===== src/rtl/mc_pkg.sv =====
// Shared constants and types for the multi-cycle MIPS-subset core:
// opcode/funct encodings, ALU operation codes and FSM state codes.
package mc_pkg;

  localparam logic [5:0] OP_RTYPE = 6'h00;
  localparam logic [5:0] OP_J     = 6'h02;
  localparam logic [5:0] OP_JAL   = 6'h03;
  localparam logic [5:0] OP_BEQ   = 6'h04;
  localparam logic [5:0] OP_ADDIU = 6'h09;
  localparam logic [5:0] OP_ORI   = 6'h0D;
  localparam logic [5:0] OP_LUI   = 6'h0F;
  localparam logic [5:0] OP_LW    = 6'h23;
  localparam logic [5:0] OP_SW    = 6'h2B;

  localparam logic [5:0] FN_SLL  = 6'h00;
  localparam logic [5:0] FN_JR   = 6'h08;
  localparam logic [5:0] FN_ADDU = 6'h21;
  localparam logic [5:0] FN_SUBU = 6'h23;
  localparam logic [5:0] FN_AND  = 6'h24;
  localparam logic [5:0] FN_OR   = 6'h25;
  localparam logic [5:0] FN_SLT  = 6'h2A;

  typedef enum logic [2:0] {
    ALU_ADD = 3'd0,
    ALU_SUB = 3'd1,
    ALU_AND = 3'd2,
    ALU_OR  = 3'd3,
    ALU_SLT = 3'd4,
    ALU_SLL = 3'd5,
    ALU_LUI = 3'd6
  } aluOp_t;

  typedef enum logic [2:0] {
    S_FETCH  = 3'd0,
    S_DECODE = 3'd1,
    S_EXEC   = 3'd2,
    S_MEM    = 3'd3,
    S_WB     = 3'd4,
    S_TRAP   = 3'd7
  } state_t;

endpackage


===== src/rtl/mc_alu.sv =====
// Combinational ALU for the multi-cycle core; wrap-around arithmetic,
// signed SLT, SLL shifts operand B, LUI places B[15:0] in the upper half.
module mc_alu
  import mc_pkg::*;
(
  input  logic [2:0]  i_op,
  input  logic [31:0] i_a,
  input  logic [31:0] i_b,
  input  logic [4:0]  i_shamt,
  output logic [31:0] o_result,
  output logic        o_zero
);

  always_comb begin
    o_result = '0;
    case (i_op)
      ALU_ADD: o_result = i_a + i_b;
      ALU_SUB: o_result = i_a - i_b;
      ALU_AND: o_result = i_a & i_b;
      ALU_OR:  o_result = i_a | i_b;
      ALU_SLT: o_result = {31'b0, ($signed(i_a) < $signed(i_b))};
      ALU_SLL: o_result = i_b << i_shamt;
      ALU_LUI: o_result = {i_b[15:0], 16'h0000};
      default: o_result = '0;
    endcase
  end

  assign o_zero = (o_result == 32'h0);

endmodule


===== src/rtl/mc_datapath.sv =====
// Multi-cycle MIPS-subset core: register file, decode and control FSM sharing
// one ready-handshaked memory port for fetch and load/store.
module mc_datapath
  import mc_pkg::*;
#(
  parameter logic [31:0] RESET_PC      = 32'h0000_3000,
  parameter bit          REG_INIT_ZERO = 1'b1,
  parameter bit          TRAP_ILLEGAL  = 1'b1
) (
  input  logic        clk,
  input  logic        reset,
  output logic        mem_req,
  output logic        mem_we,
  output logic [31:0] mem_addr,
  output logic [31:0] mem_wdata,
  input  logic [31:0] mem_rdata,
  input  logic        mem_ready,
  output logic [31:0] pc_o,
  output logic [31:0] instr_o,
  output logic [2:0]  state_o,
  output logic        trap
);

  state_t      r_state, w_stateNext;
  logic [31:0] r_pc, r_ir, r_a, r_b, r_aluOut, r_mdr;
  logic        r_memReq, r_memWe;
  logic [31:0] r_memAddr, r_memWdata;
  logic [31:0] r_regs [32];

  logic [5:0]  w_op, w_funct;
  logic [4:0]  w_rs, w_rt, w_rd, w_shamt;
  logic [15:0] w_imm;
  logic [25:0] w_idx;
  logic [31:0] w_sext, w_zext, w_rsVal, w_rtVal;
  logic [31:0] w_branchTarget, w_jumpTarget, w_pcNext;
  logic        w_isRalu, w_isJr, w_isJ, w_isJal, w_isBeq;
  logic        w_isAddiu, w_isOri, w_isLui, w_isLw, w_isSw;
  logic        w_legal, w_accept;
  logic [2:0]  w_aluOp;
  logic [31:0] w_aluB, w_aluResult;
  logic        w_aluZero;
  logic        w_rfWe;
  logic [4:0]  w_rfWaddr;
  logic [31:0] w_rfWdata;

  assign w_op    = r_ir[31:26];
  assign w_rs    = r_ir[25:21];
  assign w_rt    = r_ir[20:16];
  assign w_rd    = r_ir[15:11];
  assign w_shamt = r_ir[10:6];
  assign w_funct = r_ir[5:0];
  assign w_imm   = r_ir[15:0];
  assign w_idx   = r_ir[25:0];
  assign w_sext  = {{16{w_imm[15]}}, w_imm};
  assign w_zext  = {16'h0000, w_imm};

  assign w_rsVal = (w_rs == 5'd0) ? 32'h0 : r_regs[w_rs];
  assign w_rtVal = (w_rt == 5'd0) ? 32'h0 : r_regs[w_rt];

  // r_pc already holds PC+4 once FETCH completes, so both targets build on it.
  assign w_branchTarget = r_pc + {w_sext[29:0], 2'b00};
  assign w_jumpTarget   = {r_pc[31:28], w_idx, 2'b00};
  assign w_accept       = r_memReq & mem_ready;

  always_comb begin
    w_isRalu  = 1'b0;
    w_isJr    = 1'b0;
    w_isJ     = 1'b0;
    w_isJal   = 1'b0;
    w_isBeq   = 1'b0;
    w_isAddiu = 1'b0;
    w_isOri   = 1'b0;
    w_isLui   = 1'b0;
    w_isLw    = 1'b0;
    w_isSw    = 1'b0;
    case (w_op)
      OP_RTYPE: begin
        case (w_funct)
          FN_ADDU, FN_SUBU, FN_AND, FN_OR, FN_SLT, FN_SLL: w_isRalu = 1'b1;
          FN_JR:   w_isJr = 1'b1;
          default: ;
        endcase
      end
      OP_J:     w_isJ     = 1'b1;
      OP_JAL:   w_isJal   = 1'b1;
      OP_BEQ:   w_isBeq   = 1'b1;
      OP_ADDIU: w_isAddiu = 1'b1;
      OP_ORI:   w_isOri   = 1'b1;
      OP_LUI:   w_isLui   = 1'b1;
      OP_LW:    w_isLw    = 1'b1;
      OP_SW:    w_isSw    = 1'b1;
      default:  ;
    endcase
  end

  assign w_legal = w_isRalu | w_isJr | w_isJ | w_isJal | w_isBeq | w_isAddiu
                 | w_isOri | w_isLui | w_isLw | w_isSw;

  always_comb begin
    w_aluOp = ALU_ADD;
    w_aluB  = w_sext;
    if (w_isRalu) begin
      w_aluB = r_b;
      case (w_funct)
        FN_SUBU: w_aluOp = ALU_SUB;
        FN_AND:  w_aluOp = ALU_AND;
        FN_OR:   w_aluOp = ALU_OR;
        FN_SLT:  w_aluOp = ALU_SLT;
        FN_SLL:  w_aluOp = ALU_SLL;
        default: w_aluOp = ALU_ADD;
      endcase
    end else if (w_isOri) begin
      w_aluOp = ALU_OR;
      w_aluB  = w_zext;
    end else if (w_isLui) begin
      w_aluOp = ALU_LUI;
      w_aluB  = w_zext;
    end else if (w_isBeq) begin
      w_aluOp = ALU_SUB;
      w_aluB  = r_b;
    end
  end

  mc_alu u_alu (
    .i_op     (w_aluOp),
    .i_a      (r_a),
    .i_b      (w_aluB),
    .i_shamt  (w_shamt),
    .o_result (w_aluResult),
    .o_zero   (w_aluZero)
  );

  always_comb begin
    w_stateNext = r_state;
    w_pcNext    = r_pc;
    case (r_state)
      S_FETCH: begin
        if (w_accept) begin
          w_stateNext = S_DECODE;
          w_pcNext    = r_pc + 32'd4;
        end
      end
      S_DECODE: begin
        if (w_isJ || w_isJal) begin
          w_pcNext    = w_jumpTarget;
          w_stateNext = S_FETCH;
        end else if (w_isJr) begin
          w_pcNext    = w_rsVal;
          w_stateNext = S_FETCH;
        end else if (!w_legal && TRAP_ILLEGAL) begin
          w_stateNext = S_TRAP;
        end else begin
          w_stateNext = S_EXEC;
        end
      end
      S_EXEC: begin
        if (w_isBeq) begin
          if (w_aluZero) w_pcNext = r_aluOut;
          w_stateNext = S_FETCH;
        end else if (w_isLw || w_isSw) begin
          w_stateNext = S_MEM;
        end else begin
          w_stateNext = S_WB;
        end
      end
      S_MEM: begin
        if (w_accept) w_stateNext = w_isSw ? S_FETCH : S_WB;
      end
      S_WB:    w_stateNext = S_FETCH;
      S_TRAP:  w_stateNext = S_TRAP;
      default: w_stateNext = S_FETCH;
    endcase
  end

  // Illegal instructions running as NOPs reach WB with no write selected.
  always_comb begin
    w_rfWe    = 1'b0;
    w_rfWaddr = 5'd0;
    w_rfWdata = 32'h0;
    if (r_state == S_DECODE && w_isJal) begin
      w_rfWe    = 1'b1;
      w_rfWaddr = 5'd31;
      w_rfWdata = r_pc;
    end else if (r_state == S_WB) begin
      if (w_isRalu) begin
        w_rfWe    = 1'b1;
        w_rfWaddr = w_rd;
        w_rfWdata = r_aluOut;
      end else if (w_isAddiu || w_isOri || w_isLui) begin
        w_rfWe    = 1'b1;
        w_rfWaddr = w_rt;
        w_rfWdata = r_aluOut;
      end else if (w_isLw) begin
        w_rfWe    = 1'b1;
        w_rfWaddr = w_rt;
        w_rfWdata = r_mdr;
      end
    end
  end

  always_ff @(posedge clk) begin
    if (reset && REG_INIT_ZERO) begin
      for (int i = 0; i < 32; i++) r_regs[i] <= 32'h0;
    end else if (!reset && w_rfWe && w_rfWaddr != 5'd0) begin
      r_regs[w_rfWaddr] <= w_rfWdata;
    end
  end

  // Memory port is registered from the next state so it is glitch-free and
  // holds steady through wait states; the first fetch after reset idles once.
  always_ff @(posedge clk) begin
    if (reset) begin
      r_state    <= S_FETCH;
      r_pc       <= RESET_PC;
      r_ir       <= 32'h0;
      r_a        <= 32'h0;
      r_b        <= 32'h0;
      r_aluOut   <= 32'h0;
      r_mdr      <= 32'h0;
      r_memReq   <= 1'b0;
      r_memWe    <= 1'b0;
      r_memAddr  <= 32'h0;
      r_memWdata <= 32'h0;
    end else begin
      r_state <= w_stateNext;
      r_pc    <= w_pcNext;
      if (r_state == S_FETCH && w_accept) r_ir <= mem_rdata;
      if (r_state == S_DECODE) begin
        r_a      <= w_rsVal;
        r_b      <= w_rtVal;
        r_aluOut <= w_branchTarget;
      end
      if (r_state == S_EXEC) r_aluOut <= w_aluResult;
      if (r_state == S_MEM && w_accept && w_isLw) r_mdr <= mem_rdata;
      r_memReq <= (w_stateNext == S_FETCH) || (w_stateNext == S_MEM);
      r_memWe  <= (w_stateNext == S_MEM) && w_isSw;
      if (w_stateNext == S_FETCH) begin
        r_memAddr <= {w_pcNext[31:2], 2'b00};
      end else if (w_stateNext == S_MEM) begin
        r_memAddr  <= {w_aluResult[31:2], 2'b00};
        r_memWdata <= r_b;
      end
    end
  end

  assign mem_req   = r_memReq;
  assign mem_we    = r_memWe;
  assign mem_addr  = r_memAddr;
  assign mem_wdata = r_memWdata;
  assign pc_o      = r_pc;
  assign instr_o   = r_ir;
  assign state_o   = r_state;
  assign trap      = (r_state == S_TRAP);

endmodule


===== config.mk =====
export PLATFORM = sky130hd
export DESIGN_NAME = mc_datapath
export DESIGN_NICKNAME = d
export VERILOG_FILES = /design/src/rtl/mc_pkg.sv /design/src/rtl/mc_alu.sv /design/src/rtl/mc_datapath.sv
export SDC_FILE = /design/constraint.sdc
export NUM_CORES = 2
export LEC_CHECK = 0
export CAP_MARGIN = 30
export CORE_MARGIN = 4
export CORE_UTILIZATION = 53
export DETAILED_ROUTE_END_ITERATION = 8
export PLACE_DENSITY = 0.7
export REMOVE_ABC_BUFFERS = 1
export SLEW_MARGIN = 15
export SYNTH_ARGS = -nofsm -noshare
export SYNTH_HDL_FRONTEND = slang
export SYNTH_SLANG_ARGS = --single-unit

===== constraint.sdc =====
create_clock -name clk -period 7.7 [get_ports clk]
set_input_delay 0.77 -clock clk [delete_from_list [all_inputs] [get_ports clk]]
set_output_delay 0.77 -clock clk [all_outputs]
set_load 0.05 [all_outputs]

==> reports/results.tsv <==
metric	value	unit
status	complete, no violations	
die width	380	µm
FF+latch count, synth	1293	
commonest cells after routing, fill and taps aside	nor2_1 (1399), edfxtp_1 (1024), mux4_2 (654)	
layout cells sized above 1	0.202	
unrepaired setup endpoints after global routing	false	
synth-to-layout area growth	12.7	%
post-synthesis sequential area ratio	0.494	
Hold Violations, Final	0	
Max Slew Vio Count	0	
CTS tree	yes	
setup violators final	0	
post-synthesis cell area	73200	µm²
syn avg cell area	11.6	µm²
Reg2Reg Depth	24	
Worst setup SP type	flop	
# rows	136	
min-delay src	reset	
Data required, critical path	8.32	ns
GRT Total Usage	0.425	
clock skew	0.0309	ns
Final period util	0.958	
largest net degree at the start of global routing	141	
RePlAce Congestion	1.08	
EDFF count, synth	1024	
worst-path maximum fanout	34	
WL final	312	mm
vias per cell	7.34	
CP endpoint kind	flop	
Hold EP	r_b[23]	
Period minus WS final	7.37	ns
VDD IR-drop max	0.383	mV
worst skew pair latency	0.80	ns
# clock sinks	1293	
Worst Hold Class	in -> reg	
Most used DFF post-synth	edfxtp_1	
GRT overflow	0	
Cell Chain, Critical Path	and4bb_1, a21oi_1, o31ai_4, buf_4, nand3_1, nand2_1, inv_1, ha_1, inv_1, a2111oi_0, and3_1, nand3_1, a311oi_1, buf_4, o211ai_1, xnor2_1, o221a_2, and2_1, nand4_1, nor4_4, buf_12, nor2_1, a311oi_2, o32ai_1	
H-tree Lvls	4	
DR WL/cell	37.7	µm
Worst slew margin	0.280	
DRC	0	
full die area	144000	µm²
commonest non-fill, non-tap cell in the layout	nor2_1	
Slowest-stage cell, CP	a2111oi_0	
slew at the pin closest to its max-slew limit	1.08	ns
I/O Buffers	166	
Post-CTS Hold Buffers	0	
first-pass GRT wire length	435	mm
Post-Syn Instances	6322	
initial antenna violation count	13	
CTS max path bufs	3	
initial DRC count	10600	
synth unique cells	97	
I/O pin total	169	
Chip Height	380	µm
pre-CTS WS	0.465	ns
worst r2r dst	mem_addr[9]	
Worst Hold Depth	2	
FF-to-FF setup slack	0.33	ns
Synth warnings	0	
drt pass-1 iters	8	
clock-pin slew of the registers on the worst-case setup and hold paths	0.06	ns
Reg-to-Reg Start	instr_o[3]	
Root Buffer	clkbuf_16	
kind of critical path	reg -> reg	
Pwr Density	357	nW/µm²
Fillers	10700	
asr flop ratio synth	0	
core outline area	137000	µm²
max_cap viols	0	
Initial Util	0.533	
Max Clk Rate	136	MHz
vias post-DR	60700	
delay of the slowest cell on the worst path	0.64	ns
CP arrival	7.99	ns
ANT nets after route	0	
Layout Nets	6517	
vias in the first global route	58700	
total CTS buffers	140	
Leak	26.5	nW
hpwl dp	206	mm
Pwr Total	29.5	mW
Final WS setup	0.326	ns
[cells in the mapped netlist (all sizes together), types with 14 or more instances]
library cell     n  area, µm²
a211o           14        123
a211oi          38        285
a21o            41        308
a21oi          397       1990
a221oi          19        166
a22oi           52        390
a311oi          14        123
a31oi           21        131
and2            23        144
and3            27        169
buf            103        427
clkbuf         486       1830
dfxtp          269       5390
edfxtp        1024      30700
ha             126       1580
inv            121        454
mux2i           87        871
mux4           654      14700
nand2          524       1970
nand2b          56        350
nand3           82        410
nand4           41        257
nor2          1409       5320
nor2b           22        138
nor3            70        360
nor4            21        146
o211ai          62        465
o21ai          149        746
o21bai          18        135
o221ai          23        201
o22ai           18        119
o2bb2ai         26        228
o31ai           18        149
or3             15       93.8
or4             16        124
xnor2           35        307
xor2            14        123
[registers in the layout, indices dropped and copies added (netlist names), named ones only]
signal,count
mem_req,1
state_o,3
mem_addr,30
r_b,32
r_a,32
mem_we,1
mem_wdata,32
pc_o,32
r_regs,1024
instr_o,32
r_mdr,32
r_aluOut,32
[cell type report]
cell class	instances	area, µm²	area share
multi-input cells	4351	35000	0.424
flip-flops and latches	1293	36200	0.438
diodes	9	22.5	0.000273
clock inverters	79	756	0.00916
inverters	122	458	0.00555
clock buffers	175	3760	0.0456
well taps	1794	2240	0.0272
repair buffers	445	4150	0.0503
[kinds of logic after synthesis]
family | count (synthesis) | synth area share
AOI/OAI and AO/OA | 1049 | 0.0931
xor gates and xnor gates | 49 | 0.00586
adders and majority gates | 129 | 0.0224
buffers and inverters | 711 | 0.0370
DFF | 1293 | 0.494
muxes | 753 | 0.215
other | 1 | 0.0000512
and+or+nand+nor | 2337 | 0.133
[routing by layer]
metal / up-vias / share of wire / GRT usage
met5: - / 0.000077 / 0
met4: 4 / 0.093 / 0.310
met3: 1418 / 0.15 / 0.140
met2: 5711 / 0.44 / 0.637
met1: 29800 / 0.32 / 0.516
li1: 23800 / - / -
[worst max path at each step]
stage,start,to,slack (ns),depth (start not counted)
CTS,instr_o[1],mem_addr[9],0.31,23
detailed placement,instr_o[5],mem_addr[2],0.47,24
global route,instr_o[3],mem_addr[9],0.07,26
global placement,instr_o[1],mem_addr[6],0.56,27
floorplan,flop,mem_addr[19],-5.14,9
finish,instr_o[3],mem_addr[9],0.33,24
[critical path: cells and delay by family, from the launching register on]
kind / cells / cell delay, ns
buffers and inverters: 5 / 1.08
AND/OR/NAND/NOR: 9 / 2.50
adder cells (fa/ha/maj): 1 / 0.55
flip-flops: 1 / 0.40
XOR/XNOR: 1 / 0.33
AO/OA/AOI/OAI: 8 / 2.26
[what timing repair did]
action / in CTS / in global routing
resized for setup: 0 / 8
endpoints found under the setup margin: 0 / 42
buffers inserted: 0 / 0
[report_power, final]
group	leakage [nW]	switching, mW	internal (mW)
Combinational	11.6	9.21	4.56
Clock	2.20	2.94	3.85
Sequential	12.7	0.895	8.00
Total	26.5	13.0	16.4
[per-stage QoR]
step / hold slack, ns / instance area (µm²) / setup TNS [ns] / std cells / utilization
2_1_floorplan: 0.431 / 71100 / -627.26 / 5766 / -
3_3_place_gp: 0.443 / 77500 / 0 / 7978 / 0.565
3_5_place_dp: 0.445 / 77800 / 0 / 7996 / 0.567
4_1_cts: 0.369 / 82300 / 0 / 8250 / 0.599
5_1_grt: 0.403 / 82500 / 0 / 8260 / 0.601
6_report: 0.416 / 82500 / 0 / 8268 / 0.601
Power figures use the tool's default switching activity.
